### src/rtl/updown_pkg.sv
// Shared types and constants for the up/down pushbutton controller.
package updown_pkg;

    typedef enum logic [1:0] {
        IDLE         = 2'd0,
        PRESS_WAIT   = 2'd1,
        HELD         = 2'd2,
        RELEASE_WAIT = 2'd3
    } btn_state_e;

    localparam logic DIR_UP   = 1'b1;
    localparam logic DIR_DOWN = 1'b0;

    // Width of a counter that must represent 0..n without wrapping.
    function automatic int unsigned cnt_width(input int unsigned n);
        return $clog2(n) + 1;
    endfunction

endpackage

### src/rtl/button_debounce_fsm.sv
// Synchronizer plus debounce FSM for one pushbutton; emits a one-cycle press event.
// Optional auto-repeat while held is enabled by UPDOWN_AUTOREPEAT_EN.
module button_debounce_fsm
    import updown_pkg::*;
#(
    parameter int unsigned DEBOUNCE_CYCLES = 1000000,
    parameter int unsigned REPEAT_CYCLES   = 25000000
) (
    input  logic clk,
    input  logic rst,
    input  logic btn,
    output logic level,
    output logic press_evt
);

    localparam int unsigned CW = cnt_width(DEBOUNCE_CYCLES);
    localparam logic [CW-1:0] CNT_LAST = CW'(DEBOUNCE_CYCLES - 1);
    localparam logic [CW-1:0] CNT_MAX  = '1;

    if (DEBOUNCE_CYCLES < 1 || REPEAT_CYCLES < 1) begin : g_param_check
        $error("button_debounce_fsm: cycle parameters must be at least 1");
    end

    logic btn_meta_q, btn_sync_q;

    always_ff @(posedge clk or posedge rst) begin
        if (rst) begin
            btn_meta_q <= 1'b0;
            btn_sync_q <= 1'b0;
        end else begin
            btn_meta_q <= btn;
            btn_sync_q <= btn_meta_q;
        end
    end

    btn_state_e    state_q, state_d;
    logic [CW-1:0] cnt_q, cnt_d, cnt_inc;
    logic          evt_q, evt_d;

`ifdef UPDOWN_AUTOREPEAT_EN
    localparam int unsigned RW = cnt_width(REPEAT_CYCLES);
    localparam logic [RW-1:0] RPT_LAST = RW'(REPEAT_CYCLES - 1);

    logic [RW-1:0] rpt_q, rpt_d;

    always_ff @(posedge clk or posedge rst) begin
        if (rst) begin
            rpt_q <= '0;
        end else begin
            rpt_q <= rpt_d;
        end
    end
`endif

    assign cnt_inc = (cnt_q == CNT_MAX) ? cnt_q : cnt_q + 1'b1;

    always_comb begin
        state_d = state_q;
        cnt_d   = cnt_q;
        evt_d   = 1'b0;
`ifdef UPDOWN_AUTOREPEAT_EN
        rpt_d   = rpt_q;
`endif
        case (state_q)
            IDLE: begin
                if (btn_sync_q) begin
                    state_d = PRESS_WAIT;
                    cnt_d   = '0;
                end
            end
            PRESS_WAIT: begin
                if (!btn_sync_q) begin
                    state_d = IDLE;
                end else if (cnt_q >= CNT_LAST) begin
                    state_d = HELD;
                    evt_d   = 1'b1;
`ifdef UPDOWN_AUTOREPEAT_EN
                    rpt_d   = '0;
`endif
                end else begin
                    cnt_d = cnt_inc;
                end
            end
            HELD: begin
                if (!btn_sync_q) begin
                    state_d = RELEASE_WAIT;
                    cnt_d   = '0;
                end
`ifdef UPDOWN_AUTOREPEAT_EN
                else if (rpt_q >= RPT_LAST) begin
                    evt_d = 1'b1;
                    rpt_d = '0;
                end else begin
                    rpt_d = rpt_q + 1'b1;
                end
`endif
            end
            RELEASE_WAIT: begin
                // Repeat counter is left untouched here so it resumes on bounce-back.
                if (btn_sync_q) begin
                    state_d = HELD;
                end else if (cnt_q >= CNT_LAST) begin
                    state_d = IDLE;
                end else begin
                    cnt_d = cnt_inc;
                end
            end
            default: begin
                state_d = IDLE;
                cnt_d   = '0;
            end
        endcase
    end

    always_ff @(posedge clk or posedge rst) begin
        if (rst) begin
            state_q <= IDLE;
            cnt_q   <= '0;
            evt_q   <= 1'b0;
        end else begin
            state_q <= state_d;
            cnt_q   <= cnt_d;
            evt_q   <= evt_d;
        end
    end

    assign level     = (state_q == HELD) || (state_q == RELEASE_WAIT);
    assign press_evt = evt_q;

endmodule

### src/rtl/updown_button_ctrl.sv
// Two debounced pushbuttons arbitrated into a count strobe and direction.
// Auto-repeat while held is enabled by defining UPDOWN_AUTOREPEAT_EN.
module updown_button_ctrl
    import updown_pkg::*;
#(
    parameter int unsigned DEBOUNCE_CYCLES = 1000000,
    parameter int unsigned REPEAT_CYCLES   = 25000000
) (
    input  logic clk,
    input  logic rst,
    input  logic btn_up,
    input  logic btn_down,
    output logic enable,
    output logic Up_Down,
    output logic up_level,
    output logic down_level
);

    logic up_evt, down_evt;

    button_debounce_fsm #(
        .DEBOUNCE_CYCLES (DEBOUNCE_CYCLES),
        .REPEAT_CYCLES   (REPEAT_CYCLES)
    ) u_up (
        .clk       (clk),
        .rst       (rst),
        .btn       (btn_up),
        .level     (up_level),
        .press_evt (up_evt)
    );

    button_debounce_fsm #(
        .DEBOUNCE_CYCLES (DEBOUNCE_CYCLES),
        .REPEAT_CYCLES   (REPEAT_CYCLES)
    ) u_down (
        .clk       (clk),
        .rst       (rst),
        .btn       (btn_down),
        .level     (down_level),
        .press_evt (down_evt)
    );

    logic enable_q, enable_d;
    logic up_down_q, up_down_d;

    // Simultaneous events cancel; an event right after a strobe is dropped
    // so the strobe can never last two cycles.
    always_comb begin
        enable_d  = 1'b0;
        up_down_d = up_down_q;
        if (!enable_q) begin
            if (up_evt && !down_evt) begin
                enable_d  = 1'b1;
                up_down_d = DIR_UP;
            end else if (down_evt && !up_evt) begin
                enable_d  = 1'b1;
                up_down_d = DIR_DOWN;
            end
        end
    end

    always_ff @(posedge clk or posedge rst) begin
        if (rst) begin
            enable_q  <= 1'b0;
            up_down_q <= DIR_UP;
        end else begin
            enable_q  <= enable_d;
            up_down_q <= up_down_d;
        end
    end

    assign enable  = enable_q;
    assign Up_Down = up_down_q;

endmodule

### config.mk
export PLATFORM = sky130hd
export DESIGN_NAME = updown_button_ctrl
export DESIGN_NICKNAME = d
export VERILOG_FILES = /design/src/rtl/updown_pkg.sv /design/src/rtl/button_debounce_fsm.sv /design/src/rtl/updown_button_ctrl.sv
export SDC_FILE = /design/constraint.sdc
export NUM_CORES = 1
export LEC_CHECK = 0
export ABC_AREA = 0
export CAP_MARGIN = 5
export CORE_MARGIN = 4
export CORE_UTILIZATION = 27
export CTS_CLUSTER_DIAMETER = 40
export DETAILED_ROUTE_END_ITERATION = 10
export SLEW_MARGIN = 15
export SYNTH_ARGS = -nofsm -noshare
export SYNTH_HDL_FRONTEND = slang
export SYNTH_SLANG_ARGS = --single-unit
### constraint.sdc
create_clock -name clk -period 2.75 [get_ports clk]
set_input_delay 0.55 -clock clk [delete_from_list [all_inputs] [get_ports clk]]
set_output_delay 0.55 -clock clk [all_outputs]
set_load 0.01 [all_outputs]
Yosys cells after proc, flatten, opt, wreduce, memory -nomap -nowiden
Index checks and enable logic that the tools add are counted.
{"block": "word_totals", "regBits": 54, "output_inout_bits": 4, "word_cells": 90, "in_bits": 4}
{"block": "classes", "add_sub_neg": 2, "eq_ne": 20, "muxes": 39, "reduce_logical": 14, "bitwise_logic": 1, "order_cmp": 2}
{"op": "2-to-1 mux 21 bit", "count": 12}
{"op": "one-hot mux 21 bit (4 select lines)", "count": 2}
{"op": "adder 21 x 1 -> 21 bit (second input constant)", "count": 2}
{"op": "== test 21 bit (second input constant)", "count": 2}
{"op": "greater-or-equal comparator 21 x 20 -> 1 bit (second input constant)", "count": 2}
{"op": "2-to-1 mux 2 bit", "count": 12}
{"op": "one-hot mux 2 bit (4 select lines)", "count": 2}
{"op": "AND reduction 4 bit", "count": 4}
{"op": "2-to-1 mux 1 bit", "count": 11}
{"op": "== test 2 bit (second input constant)", "count": 4}
{"op": "inequality test 2 x 1 -> 1 bit (second input constant)", "count": 4}
{"op": "inequality test 2 bit (second input constant)", "count": 4}
{"op": "inequality test 3 x 1 -> 1 bit (second input constant)", "count": 2}
{"op": "inequality test 3 bit (second input constant)", "count": 2}
{"op": "== test 2 x 1 -> 1 bit (second input constant)", "count": 2}
{"op": "zero test 2 bit", "count": 2}
{"op": "logical AND 1 bit", "count": 2}
{"op": "zero test 1 bit", "count": 2}
{"op": "logical OR 1 bit", "count": 2}
{"op": "AND reduction 2 bit", "count": 1}
{"op": "nonzero test 2 bit", "count": 1}
{"op": "NOT 1 bit", "count": 1}

Logic depth before layout (Yosys ltp)
Gate-level depths: netlist of run 1.
{"block": "depth", "depth_word": 5, "depth_mapped": 8}

Hierarchy
From an unflattened synthesis of run 1, not the netlist that was laid out.
{"block": "unflattened", "cells_unflattened": 319, "area_unflattened_um2": 3012.9}
{"mod": "button_debounce_fsm", "area_each_um2": 1460.2, "seq_area_each_um2": 650.6, "cells_per_inst": 156, "instances": 2}
{"mod": "updown_button_ctrl", "area_each_um2": 92.6, "seq_area_each_um2": 51.3, "cells_per_inst": 7, "instances": 1}

Worst setup path after synthesis of run 1
No wires, ideal clock.
{"block": "synth_timing", "path_type": "flip-flop to flip-flop", "start": "register u_down.cnt_q[0]", "end": "register u_down.cnt_q[11]", "arrival_time_ns": 1.920, "slack_ns": 0.697, "n_path_buf": 1, "synth_period_minus_slack_ns": 2.053, "path_stages_with_launch": 9, "setup_ns": 0.133, "cell_sequence": "dfrtp_1 -> ha_1 -> and3_1 -> and4b_1 -> a2111oi_4 -> nor2_1 -> buf_2 -> o311ai_0 -> nand2_1"}
{"block": "synth_via", "elab_chain_cells": 5}
{"element": "start: declaration", "line_no": "button_debounce_fsm.sv:37", "text": "logic [CW-1:0] cnt_q, cnt_d, cnt_inc;"}
{"element": "start signal: assignment", "line_no": "button_debounce_fsm.sv:122", "text": "cnt_q <= cnt_d;"}
{"element": "adder 21 x 1 -> 21 bit or == test 21 bit (tied branches)", "line_no": "button_debounce_fsm.sv:55", "text": "assign cnt_inc = (cnt_q == CNT_MAX) ? cnt_q : cnt_q + 1'b1;"}
{"element": "2-to-1 mux 21 bit", "line_no": "button_debounce_fsm.sv:55"}
{"element": "2-to-1 mux 21 bit *", "line_no": "button_debounce_fsm.sv:74, button_debounce_fsm.sv:102"}
{"element": "2-to-1 mux 21 bit, on equally long branches", "line_no": "button_debounce_fsm.sv:100, button_debounce_fsm.sv:72"}
{"element": "one-hot mux 21 bit (4 select lines) *", "line_no": "button_debounce_fsm.sv:64", "text": "case (state_q)"}
Mark *: on every way between the ends. The rest lies on a longest branch, timed or not. The select of a mux whose other input is x is not followed.
A chain may end at the register's enable or synchronous reset.

Final worst setup path of run 1
{"block": "layout_timing", "start": "register u_down.cnt_q[10]", "end": "register u_down.cnt_q[13]"}
The elaborated chain is that of the path after synthesis.

==> flow_summary.json, run 1 <==
{
  "status": "finished clean",
  "critPathTopFamily": "simple AND/OR/NAND/NOR gates",
  "yosysSeqAreaShare_pct": 46.8,
  "utilization_pct": 31.3,
  "fillCellCount": 1072,
  "hold_violations": 0,
  "fin_setup_tns_ns": 0,
  "firstDrtPassIters": 4,
  "clkPwrFrac_pct": 34.0,
  "routed.top_layer": "met4",
  "maxSlewHeadroom_pct": 60.4,
  "layout_min_cycle_time_ns": 2.42,
  "finalSetupViolCount": 0,
  "crit_chain": "nor3_1, o211ai_1, a2111oi_4, nor2_1, buf_4, or4_1, nand3_1",
  "die_area_um2": 12400,
  "p_seq_share_pct": 58.6,
  "hold_slack_ns": 0.398,
  "start_util_pct": 27.9,
  "drtIter0Drc": 148,
  "die-height_um": 111,
  "worst-path-max-fanout": 21,
  "syn_avg_cell_area_um2": 9.45,
  "p_switching_mw": 0.373,
  "drc_errors": 0,
  "dr_wl_met2_mm": 2.93,
  "final_nets": 320,
  "required_ns": 3.01,
  "power.internal_mw": 1.07,
  "synthDistinctLibCells": 49,
  "cts.sinks": 54,
  "synth_area_um2": 2890,
  "finClkSkew_ns": 0.0127,
  "coreArea_um2": 10400,
  "ys_ff_latch": 54,
  "clockBufferDepth": 2,
  "tritoncts": "done",
  "pin_count": 8,
  "wirelength_mm": 6.44,
  "postCtsSetupBuffers": 0,
  "combPwrFrac_pct": 7.4,
  "grt_use_total_pct": 10.8,
  "numCtsBuffers": 5,
  "syn_to_final_growth_pct": 12.3,
  "synth_edf_count": 0,
  "max_stage_delay_ns": 0.51,
  "r2r-start": "u_down.cnt_q[10]$_DFFE_PP0P_",
  "cts_htree_levels": 2,
  "cts-hold-fix-buffers": 0,
  "numPortBuffers": 7,
  "switching_share_pct": 25.9,
  "m1WireLength_mm": 3.03,
  "grt_pass1_vias": 2345,
  "synth_flop_cell": "dfrtp_1",
  "period_share_pct": 87.8,
  "place_congestion": 0.849,
  "clk_pin_slew_ns": 0.10,
  "ys_top_cells_by_count": "dfrtp_1, nand2_1, nor2_1",
  "root_buffer": "clkbuf_8",
  "cts_resized": 0,
  "synth_top_area_share_pct": 45.9,
  "critPathCaptureType": "flop",
  "chipWidth_um": 111,
  "ir_drop_uv": 158,
  "num_vias": 2395,
  "grt_max_degree": 34,
  "wl_per_cell_um": 14.3,
  "syn_inst": 306,
  "timing.critical_path.buf_inv": 1,
  "hpwl_mm": 4.36,
  "rows": 37,
  "via_per_inst": 5.32,
  "rsz0062_at_grt": "no",
  "detail-route-antenna-nets": 0,
  "slew_violations": 0,
  "start_kind": "flop",
  "crit_type": "flop to flop",
  "antenna_found_initial": 0,
  "syn_nets": 313,
  "dr_wl_met3_um": 319,
  "clkLatencyLatePin_ns": 0.33,
  "cap_viol_max_count": 0,
  "drive_gt1_share_pct": 8.28,
  "regArea_um2": 1350,
  "synth_most_common_cell": "dfrtp_1",
  "clock.fmax_mhz": 414,
  "antenna_cells": 0,
  "synth_area_leaders": "dfrtp_1, nand2_1, nand3_1",
  "leakage_nw": 1.35,
  "synth_top_area_cell": "dfrtp_1",
  "yosysWarnings": 0,
  "cp.arrival_ns": 2.68,
  "power_density_nw_per_um2": 443,
  "crit_path_start": "u_down.cnt_q[10]$_DFFE_PP0P_",
  "multiInputGateArea_um2": 1450,
  "tightestPinTransition_ns": 0.592,
  "slowest_stage": "or4_1",
  "grt_pass1_wl_mm": 11.3,
  "min_from": "u_up.btn_meta_q$_DFF_PP0_",
  "grt_overflow": 0,
  "async_flop_share_pct": 100,
  "hold_class": "flop to flop"
}
[logic make-up after synthesis]
kind of cell             count (synthesis)  share of synthesized area [%]
buffers and inverters                   22                           2.99
AND/OR/NAND/NOR                        151                           27.6
multiplexers                             5                           1.82
XOR/XNOR                                14                           4.24
AO/OA/AOI/OAI                           57                           15.3
adder cells (fa/ha/maj)                  3                           1.30
flip-flops                              54                           46.8
[metal layers]
| metal | vias up | GRT usage, % |
|---|---|---|
| li1 | 1158 | - |
| met4 | 0 | 4.79 |
| met1 | 1175 | 14.0 |
| met2 | 52 | 17.0 |
| met3 | 10 | 2.99 |
| met5 | - | 0 |
[final timing paths]
kind	end	slack [ns]	cells past startpoint
setup reg to reg	u_down.cnt_q[13]$_DFFE_PP0P_	0.33	7
setup / recovery	u_down.cnt_q[13]$_DFFE_PP0P_	0.33	7
hold reg to reg	u_up.btn_sync_q$_DFF_PP0_	0.40	0
max in group asynchronous	Up_Down$_DFFE_PP1P_	1.55	3
hold / removal	u_up.btn_sync_q$_DFF_PP0_	0.40	0
min in group asynchronous	u_down.cnt_q[11]$_DFFE_PP0P_	0.57	2
[power groups by stage]
stage | sequential, mW | combinational, mW | clock, mW
6_report | 0.844 | 0.106 | 0.490
3_5_place_dp | 0.859 | 0.108 | 0
4_1_cts | 0.843 | 0.109 | 0.513
5_1_grt | 0.850 | 0.120 | 0.536
2_1_floorplan | 0.853 | 0.0732 | 0
3_3_place_gp | 0.857 | 0.105 | 0
[cell usage in the layout (no fill, tap or decap), drive strengths merged, types with 3 or more instances in the layout]
cell           synthesis  final
a21oi                  7      7
and2                   4      4
and3                   6      6
and4                   3      3
buf                    4      9
clkbuf                12      6
clkdlybuf4s50          0      7
dfrtp                 53     53
ha                     3      3
inv                    6      7
mux2i                  3      3
nand2                 36     36
nand2b                 7      7
nand3                 21     21
nand3b                 3      3
nand4                 13     13
nor2                  28     28
nor3                   4      4
nor3b                  6      6
nor4                   4      4
o211ai                 9      9
o21ai                  8      8
o311ai                 5      5
o31ai                  8      8
o41ai                  3      3
or3                    3      3
or4                    6      6
xor2                  12     12
[state kept, by name, indices dropped and copies added, names as in the netlist, named ones only]
register	count
u_up.btn_sync_q	1
u_up.cnt_q	21
u_up.press_evt	1
u_up.btn_meta_q	1
u_up.state_q	1
Up_Down	1
u_down.btn_meta_q	1
enable	1
u_down.state_q	1
u_down.press_evt	1
u_down.cnt_q	21
u_down.btn_sync_q	1
[layout make-up]
| class | instances | area share (%) |
|---|---|---|
| flip-flops and latches | 54 | 41.7 |
| multi-input cells | 230 | 44.7 |
| repair buffers | 16 | 4.62 |
| inverters | 6 | 0.694 |
| well taps | 136 | 5.24 |
| clock buffers | 6 | 2.54 |
| clock inverters | 2 | 0.501 |
[metrics by stage]
step	cell area [µm²]	worst slack [ns]	std cells	total power, mW
6_report	3250	0.335	450	1.44
5_1_grt	3250	0.134	450	1.51
4_1_cts	3250	0.348	450	1.47
3_5_place_dp	3150	0.376	442	0.968
3_3_place_gp	3150	0.415	442	0.963
2_1_floorplan	2890	0.697	306	0.926
Note: power is estimated with default switching activity, not from simulation.
==> inputs of run 2 (changes only) <==
CAP_MARGIN = unset   (was 5)
==> results of run 2 <==
Final layout, timing and power as in run 1 (identical DEF).
==> inputs of run 3 (changes only) <==
CORE_MARGIN = unset   (was 4)
CORE_UTILIZATION = 40   (was 27)
SKIP_CTS_REPAIR_TIMING = 1   (was unset)
==> flow_summary.json, run 3 (same netlist as run 1, synthesis figures left out) <==
{
  "num_vias": 2322,
  "finClkSkew_ns": 0.0146,
  "coreArea_um2": 6910,
  "crit_chain": "nor3_1, o211ai_1, a2111oi_4, nor2_1, buf_4, o311ai_0, o41ai_1",
  "dp_cells": 401,
  "hold_class": "flop to flop",
  "root_buffer": "clkbuf_8",
  "via_per_inst": 5.68,
  "grt_use_total_pct": 17.9,
  "reg_top3": "u_down.cnt_q x21, u_up.cnt_q x21",
  "pin_count": 8,
  "wirelength_mm": 6.17,
  "die_area_um2": 7570,
  "hpwl_mm": 4.29,
  "place_congestion": 0.802,
  "final_nets": 319,
  "numCtsBuffers": 5,
  "max_stage_delay_ns": 0.45,
  "fillCellCount": 694,
  "layout_min_cycle_time_ns": 2.45,
  "clk_pin_slew_ns": 0.11,
  "fin_setup_tns_ns": 0,
  "cp.arrival_ns": 2.64,
  "cts.sinks": 54,
  "numPortBuffers": 7,
  "total_power_mw": 1.43,
  "drive_gt1_share_pct": 7.99,
  "crit_path_start": "u_down.cnt_q[10]$_DFFE_PP0P_",
  "hold_violations": 0,
  "cap_viol_max_count": 0,
  "chipWidth_um": 87.0,
  "start_util_pct": 41.9,
  "grt_pass1_vias": 2184,
  "rsz0062_at_grt": "no",
  "rows": 30,
  "drtIter0Drc": 142,
  "required_ns": 2.94,
  "crit_type": "flop to flop",
  "status": "finished clean",
  "grt_overflow": 0,
  "start_kind": "flop",
  "period_share_pct": 89.0,
  "clock.fmax_mhz": 408,
  "maxSlewHeadroom_pct": 51.8,
  "min_from": "u_down.btn_meta_q$_DFF_PP0_",
  "critPathCaptureType": "flop",
  "ir_drop_uv": 232,
  "firstDrtPassIters": 4,
  "clkLatencyLatePin_ns": 0.32,
  "r2r-start": "u_down.cnt_q[10]$_DFFE_PP0P_",
  "slew_violations": 0,
  "syn_to_final_growth_pct": 10.3,
  "worst-path-max-fanout": 13,
  "wl_per_cell_um": 15.1,
  "final_common_cell": "dfrtp_1",
  "mostFrequentLayoutCells": "dfrtp_1, nand2_1, nor2_1, nand3_1, nand4_1",
  "grt_pass1_wl_mm": 10.6,
  "clockBufferDepth": 2,
  "stdcell_count": 409,
  "slowest_stage": "dfrtp_1",
  "tritoncts": "done",
  "antenna_found_initial": 0,
  "antenna_cells": 0,
  "die-height_um": 87.0,
  "grt_max_degree": 34,
  "power_density_nw_per_um2": 447,
  "tightestPinTransition_ns": 0.721,
  "finalSetupViolCount": 0,
  "detail-route-antenna-nets": 0,
  "drc_errors": 0,
  "leakage_nw": 1.34,
  "cts_htree_levels": 2
}
## run 3: cell count changes in the layout (fill, tap and decap cells not counted), sizes merged
cell,previous run,this run
clkinvlp,1,0
buf,9,8
clkinv,0,1
inv,7,8
clkbuf,6,5
## run 3: power breakdown
group          internal (mW)  leakage [nW]  switching [mW]  total [mW]
combinational         0.0394         0.562          0.0645       0.104
sequential             0.818         0.731          0.0259       0.844
clock                  0.191        0.0506           0.288       0.479
## run 3: worst paths after layout
path,depth (start not counted),end,slack [ns]
max,7,u_down.cnt_q[12]$_DFFE_PP0P_,0.30
min,0,u_down.btn_sync_q$_DFF_PP0_,0.37
max reg2reg,7,u_down.cnt_q[12]$_DFFE_PP0P_,0.30
min reg2reg,0,u_down.btn_sync_q$_DFF_PP0_,0.37
max in group asynchronous,3,Up_Down$_DFFE_PP1P_,1.57
min in group asynchronous,2,u_up.btn_sync_q$_DFF_PP0_,0.58
## run 3: area by class of cell
class / instances / area, µm² / area share, %
multi-input cells: 230 / 1450 / 45.6
flip-flops and latches: 54 / 1350 / 42.4
repair buffers: 15 / 143 / 4.47
clock inverters: 3 / 28.8 / 0.903
inverters: 6 / 22.5 / 0.706
well taps: 96 / 120 / 3.77
clock buffers: 5 / 68.8 / 2.16
## run 3: routing by layer
metal	wire, µm	up-vias	global-route usage [%]
met1	3050	1142	24.8
met4	63	0	5.15
met2	2850	38	28.6
li1	-	1136	-
met5	0	-	0
met3	200	6	3.13
## run 3: metrics by stage
stage	cell area, µm²	hold slack (ns)	utilization [%]	worst slack (ns)
2_1_floorplan	2890	0.331	-	0.697
3_3_place_gp	3090	0.334	44.7	0.417
3_5_place_dp	3090	0.346	44.7	0.321
4_1_cts	3190	0.372	46.2	0.320
5_1_grt	3190	0.375	46.2	0.0881
6_report	3190	0.365	46.2	0.301
## run 3: worst max-delay path: cells and delay by family (launching register included)
kind | cells | cell delay (ns)
buffers and inverters | 1 | 0.25
AND/OR/NAND/NOR | 2 | 0.57
flip-flops | 1 | 0.45
AO/OA/AOI/OAI | 4 | 1.04
